**src/rtl/mac_pipe_if.sv**
```systemverilog
// Operand/result handshake bundle for mac_pipe.
// The master drives operands and out_ready; the slave (the unit) returns results.
interface mac_pipe_if #(
   parameter int unsigned XLEN = 32
);
   logic            in_valid;
   logic            in_ready;
   logic [XLEN-1:0] a;
   logic [XLEN-1:0] b;
   logic [4:0]      ctrl;
   logic            out_valid;
   logic            out_ready;
   logic [XLEN-1:0] y;
   logic            acc_ovf;

   modport master (
      output in_valid, a, b, ctrl, out_ready,
      input  in_ready, out_valid, y, acc_ovf
   );

   modport slave (
      input  in_valid, a, b, ctrl, out_ready,
      output in_ready, out_valid, y, acc_ovf
   );
endinterface

```
**src/rtl/mac_pipe.sv**
```systemverilog
// Pipelined RISC-V M-extension multiplier with a signed multiply-accumulate mode.
// The whole pipe advances or stalls as one; the accumulator is touched only in the output stage.
module mac_pipe #(
   parameter int unsigned XLEN    = 32,
   parameter int unsigned LATENCY = 2,
   parameter int unsigned ACC_W   = 72
) (
   input logic       clk,
   input logic       rst,
   mac_pipe_if.slave bus
);
   localparam int unsigned PW = 2 * XLEN;

   localparam logic [4:0] OpMul    = 5'd10;
   localparam logic [4:0] OpMulh   = 5'd11;
   localparam logic [4:0] OpMulhu  = 5'd12;
   localparam logic [4:0] OpMulhsu = 5'd13;
   localparam logic [4:0] OpMacc   = 5'd16;
   localparam logic [4:0] OpAccLo  = 5'd17;
   localparam logic [4:0] OpAccHi  = 5'd18;
   localparam logic [4:0] OpAccClr = 5'd19;

   logic             advance;
   logic             in_fire;
   logic             out_valid_q;
   logic [XLEN-1:0]  y_q, y_d;
   logic [ACC_W-1:0] acc_q, acc_d;
   logic             ovf_q, ovf_d;

   assign advance       = !out_valid_q || bus.out_ready;
   assign in_fire       = bus.in_valid && advance;
   assign bus.in_ready  = advance;
   assign bus.out_valid = out_valid_q;
   assign bus.y         = y_q;
   assign bus.acc_ovf   = ovf_q;

   logic          a_sgn, b_sgn;
   logic [PW-1:0] a_w, b_w, prod;

   // Extending both operands to 2*XLEN per signedness makes one multiplier serve every mode.
   always_comb begin
      a_sgn = 1'b0;
      b_sgn = 1'b0;
      case (bus.ctrl)
         OpMulh, OpMacc: begin
            a_sgn = 1'b1;
            b_sgn = 1'b1;
         end
         OpMulhsu: a_sgn = 1'b1;
         default: ;
      endcase
      a_w  = {{XLEN{a_sgn & bus.a[XLEN-1]}}, bus.a};
      b_w  = {{XLEN{b_sgn & bus.b[XLEN-1]}}, bus.b};
      prod = a_w * b_w;
   end

   logic          feed_valid;
   logic [4:0]    feed_op;
   logic [PW-1:0] feed_prod;

   generate
      if (LATENCY > 1) begin : g_stages
         localparam int unsigned NS = LATENCY - 1;
         logic [NS-1:0] v_q;
         logic [4:0]    op_q   [NS];
         logic [PW-1:0] prod_q [NS];

         always_ff @(posedge clk) begin
            if (rst) begin
               v_q <= '0;
            end else if (advance) begin
               v_q[0] <= in_fire;
               for (int unsigned i = 1; i < NS; i++) v_q[i] <= v_q[i-1];
            end
         end

         always_ff @(posedge clk) begin
            if (advance) begin
               op_q[0]   <= bus.ctrl;
               prod_q[0] <= prod;
               for (int unsigned i = 1; i < NS; i++) begin
                  op_q[i]   <= op_q[i-1];
                  prod_q[i] <= prod_q[i-1];
               end
            end
         end

         assign feed_valid = v_q[NS-1];
         assign feed_op    = op_q[NS-1];
         assign feed_prod  = prod_q[NS-1];
      end else begin : g_direct
         assign feed_valid = in_fire;
         assign feed_op    = bus.ctrl;
         assign feed_prod  = prod;
      end
   endgenerate

   logic [ACC_W-1:0] prod_ext;
   logic [ACC_W:0]   sum;

   always_comb begin
      prod_ext = ACC_W'($signed(feed_prod));
      // One extra bit exposes signed overflow as a mismatch of the top two sum bits.
      sum      = {acc_q[ACC_W-1], acc_q} + {prod_ext[ACC_W-1], prod_ext};
      y_d      = '0;
      acc_d    = acc_q;
      ovf_d    = ovf_q;
      case (feed_op)
         OpMul: y_d = feed_prod[XLEN-1:0];
         OpMulh, OpMulhu, OpMulhsu: y_d = feed_prod[PW-1:XLEN];
         OpMacc: begin
            acc_d = sum[ACC_W-1:0];
            ovf_d = ovf_q | (sum[ACC_W] ^ sum[ACC_W-1]);
            y_d   = sum[XLEN-1:0];
         end
         OpAccLo: y_d = acc_q[XLEN-1:0];
         OpAccHi: y_d = acc_q[PW-1:XLEN];
         OpAccClr: begin
            acc_d = '0;
            ovf_d = 1'b0;
         end
         default: ;
      endcase
   end

   always_ff @(posedge clk) begin
      if (rst) begin
         out_valid_q <= 1'b0;
         y_q         <= '0;
         acc_q       <= '0;
         ovf_q       <= 1'b0;
      end else if (advance) begin
         out_valid_q <= feed_valid;
         if (feed_valid) begin
            y_q   <= y_d;
            acc_q <= acc_d;
            ovf_q <= ovf_d;
         end
      end
   end
endmodule

```
**src/flat_wrapper.sv**
```systemverilog
// flat-port wrapper written by rule: the top's interface ports become plain ports
module mac_pipe_flat 
#(
   parameter int unsigned XLEN    = 32,
   parameter int unsigned LATENCY = 2,
   parameter int unsigned ACC_W   = 72
)
  (clk, rst, bus_in_valid, bus_a, bus_b, bus_ctrl, bus_out_ready, bus_in_ready, bus_out_valid, bus_y, bus_acc_ovf);
  mac_pipe_if #(.XLEN(XLEN)) bus_i ();
  input logic clk;
  input logic rst;
  input wire logic [$bits(bus_i.in_valid)-1:0] bus_in_valid;
  input wire logic [$bits(bus_i.a)-1:0] bus_a;
  input wire logic [$bits(bus_i.b)-1:0] bus_b;
  input wire logic [$bits(bus_i.ctrl)-1:0] bus_ctrl;
  input wire logic [$bits(bus_i.out_ready)-1:0] bus_out_ready;
  output wire logic [$bits(bus_i.in_ready)-1:0] bus_in_ready;
  output wire logic [$bits(bus_i.out_valid)-1:0] bus_out_valid;
  output wire logic [$bits(bus_i.y)-1:0] bus_y;
  output wire logic [$bits(bus_i.acc_ovf)-1:0] bus_acc_ovf;
  assign bus_i.in_valid = bus_in_valid;
  assign bus_i.a = bus_a;
  assign bus_i.b = bus_b;
  assign bus_i.ctrl = bus_ctrl;
  assign bus_i.out_ready = bus_out_ready;
  assign bus_in_ready = bus_i.in_ready;
  assign bus_out_valid = bus_i.out_valid;
  assign bus_y = bus_i.y;
  assign bus_acc_ovf = bus_i.acc_ovf;
  mac_pipe #(.XLEN(XLEN), .LATENCY(LATENCY), .ACC_W(ACC_W)) u_core (.clk(clk), .rst(rst), .bus(bus_i));
endmodule
```
**config.mk**
```make
export PLATFORM = sky130hd
export DESIGN_NAME = mac_pipe_flat
export DESIGN_NICKNAME = d
export VERILOG_FILES = /design/src/rtl/mac_pipe_if.sv /design/src/rtl/mac_pipe.sv /design/src/flat_wrapper.sv
export SDC_FILE = /design/constraint.sdc
export NUM_CORES = 2
export LEC_CHECK = 0
export CORE_MARGIN = 2
export CORE_UTILIZATION = 50
export DETAILED_ROUTE_END_ITERATION = 7
export GPL_TIMING_DRIVEN = 0
export HOLD_SLACK_MARGIN = 0.08
export PLACE_DENSITY = 0.71
export SLEW_MARGIN = 40
export SYNTH_ARGS = -nofsm -noshare
export SYNTH_HDL_FRONTEND = slang
export SYNTH_SLANG_ARGS = --single-unit
```
**constraint.sdc**
```tcl
create_clock -name clk -period 28.5 [get_ports clk]
set_input_delay 8.55 -clock clk [delete_from_list [all_inputs] [get_ports clk]]
set_output_delay 8.55 -clock clk [all_outputs]
set_load 0.01 [all_outputs]
```
==> reports/summary.txt <==
r2r setup slk: 24080 ps
status: finished, violations left
worst reg2reg path depth: 13
Hold Path End: u_core.bus.acc_ovf
die area: 0.0990 sq mm
synth top area cells: fa_1 (47%), inv_1 (9.4%), ha_1 (7.4%)
drt pass-1 iters: 8
CP max stage delay: 990 ps
HP Start: u_core.bus.acc_ovf
DR vias: 38900
post-route ant nets: 0
DRC: 33
Slowest-stage cell, CP: fa_1
cell with the most instances after synthesis: inv_1
die height: 315 um
total CTS buffers: 17
Cell Area, Synth: 0.0483 sq mm
# fillers: 8744
Setup Skew: 21.2 ps
drt total wl: 162 mm
drt first-iter violations: 4221
syn_nets: 6845
fin. max-slew vios: 0
CP Class: primary input to register
CTS tree: built
post-synth top area share: 46.7%
row cnt: 113
worst flop-to-flop path endpoint: u_core.acc_q[64]
EDFF count, synth: 69
arrival time of the worst setup path: 19450 ps
clk sink count: 176
core area: 0.0953 sq mm
vias in the first global route: 40100
Area growth syn-to-layout: 6.76%
syn_area_per_cell: 9.00 sq um
#FFs+latches synth: 176
Crit path required time: 28730 ps
ys async rst share: 0%
DP Wirelength: 140 mm
GR Overflow Total: 0
CTS clk-pin slew, worst paths: 80 ps
Post CTS Setup Buffer Count: 0
largest net degree at the start of global routing: 44
Worst Path Max Fanout: 10
hold crit path type: register to register
FMAX: 0.0520 GHz
Synth cell types: 87
Clock Latency Late Sink: 460 ps
min cycle time layout: 19220 ps
Top FF cell, synth: dfxtp_1
most common library cells after synthesis: inv_1 (1209), fa_1 (1126), nand2_1 (903)
final net count: 6967
post-synthesis sequential area ratio: 8.73%
GPL Wtd Cong: 1.04
Critical Path Start Type: primary input
initial antenna violation count: 9
die width: 315 um
final setup fails: 0
IO buf count: 100
fin crit share: 67.4%
unrepaired setup endpoints after global routing: no
layout cell share with drive strength beyond 1: 2.22%
DR WL/cell: 23.9 um
post-cts resize count: 0
cts hold-fix bufs: 0
hold depth: 2
Reg2Reg Launch Point: u_core.g_stages.prod_q[0][32]
Post-Syn Instances: 5362
Initial Util: 50.7%
Final TNS setup: 0 ps
Hold Violations, Final: 0
Critical Path End Type: register
H-tree levels: 4
CP dominant cell by count: fa_1
CTS Root Cell: clkbuf_16
Syn. warnings: 0
cell taking the most area after synthesis: fa_1
failing checks: design-rule violations
Ports: 108
via-per-instance ratio: 5.74
Worst Tran Pin Value: 1010 ps
first-pass GRT wire length: 245 mm
Tot GR Track Use: 33.4%
Max Cap Viol: 0
Max Root-Sink Buffers: 2
Max-slew headroom: 32.8%
-- cells by family (layout without fill, tap and decap cells) --
family,count (synthesis),count (layout),synth area share (%)
buffers and inverters,1492,1627,11.7
DFF,176,176,8.73
and+or+nand+nor,1540,1540,14.3
AOI/OAI and AO/OA,590,590,8.40
other,0,5,0
muxes,6,6,0.124
adders and majority gates,1410,1410,54.1
xor gates and xnor gates,148,148,2.69
-- worst max path at each step --
stage / from / endpoint / slack, ps / depth (start not counted)
floorplan: bus_out_ready / bus_in_ready / 9240 / 2
CTS: bus_ctrl[1] / u_core.g_stages.prod_q[0][63] / 9370 / 30
finish: bus_ctrl[4] / u_core.g_stages.prod_q[0][63] / 9280 / 30
detailed placement: bus_ctrl[1] / u_core.g_stages.prod_q[0][63] / 8950 / 30
global route: bus_ctrl[1] / u_core.g_stages.prod_q[0][63] / 8700 / 30
global placement: bus_out_ready / bus_in_ready / 6910 / 4
-- flip-flops by register name, indices dropped and copies added, names as in the netlist --
| register | flops |
|---|---|
| u_core.g_stages.op_q | 5 |
| u_core.acc_q | 72 |
| u_core.g_stages.prod_q | 64 |
| u_core.bus.y | 32 |
| u_core.bus.acc_ovf | 1 |
| u_core.feed_valid | 1 |
| u_core.bus.out_valid | 1 |
-- cell type report --
cell class,instances,area [sq um],share of cell area [%]
multi-input cells,3694,38400,74.5
clock inverters,14,149,0.289
well taps,1265,1580,3.07
plain buffers,283,1160,2.24
inverters,1209,4540,8.81
clock buffers,18,429,0.833
flip-flops and latches,176,4210,8.18
diodes,5,12.5,0.0243
repair buffers,103,1040,2.01
-- critical path, delay by kind of cell --
| kind | cells | cell delay [ps] |
|---|---|---|
| buffers and inverters | 8 | 2290 |
| adder cells (fa/ha/maj) | 9 | 5100 |
| XOR/XNOR | 1 | 340 |
| AND/OR/NAND/NOR | 7 | 1650 |
| AO/OA/AOI/OAI | 5 | 1490 |
-- placed cells by master, fill, tap and decap left out, drive strengths merged, types with 19 or more instances in the layout --
| cell | count |
|---|---|
| buf | 22 |
| xor2 | 44 |
| ha | 284 |
| clkbuf | 282 |
| nor2 | 182 |
| o21ai | 68 |
| nand2 | 904 |
| a211oi | 19 |
| xnor2 | 104 |
| nand3 | 38 |
| clkdlybuf4s50 | 100 |
| edfxtp | 69 |
| a222oi | 29 |
| a22oi | 55 |
| inv | 1215 |
| a21o | 59 |
| dfxtp | 107 |
| a21oi | 177 |
| fa | 1126 |
| o21bai | 24 |
| a22o | 21 |
| and2 | 310 |
| a31oi | 44 |
-- through the flow --
step           setup slack, ps  cell area, sq um  cells  hold WS (ps)  util (%)
2_1_floorplan             9240             48300   5362           448         -
3_3_place_gp              6910             50900   6727           458      53.4
3_5_place_dp              8950             50900   6728           471      53.4
4_1_cts                   9370             51500   6760           481      54.0
5_1_grt                   8700             51500   6762           511      54.1
6_report                  9280             51500   6767           484      54.1
-- per-layer routing --
layer / share of wire [%] / track usage (%) / vias to the layer above
met1: 37 / 43.3 / 19800
met2: 46 / 52.8 / 2186
li1: - / - / 16400
met3: 10 / 6.52 / 544
met5: 0.031 / 0 / -
met4: 7.1 / 19.1 / 8
Power is left out: the tool's default activity adds up to more than one toggle a clock period on the data nets, which glitch-free logic cannot reach.
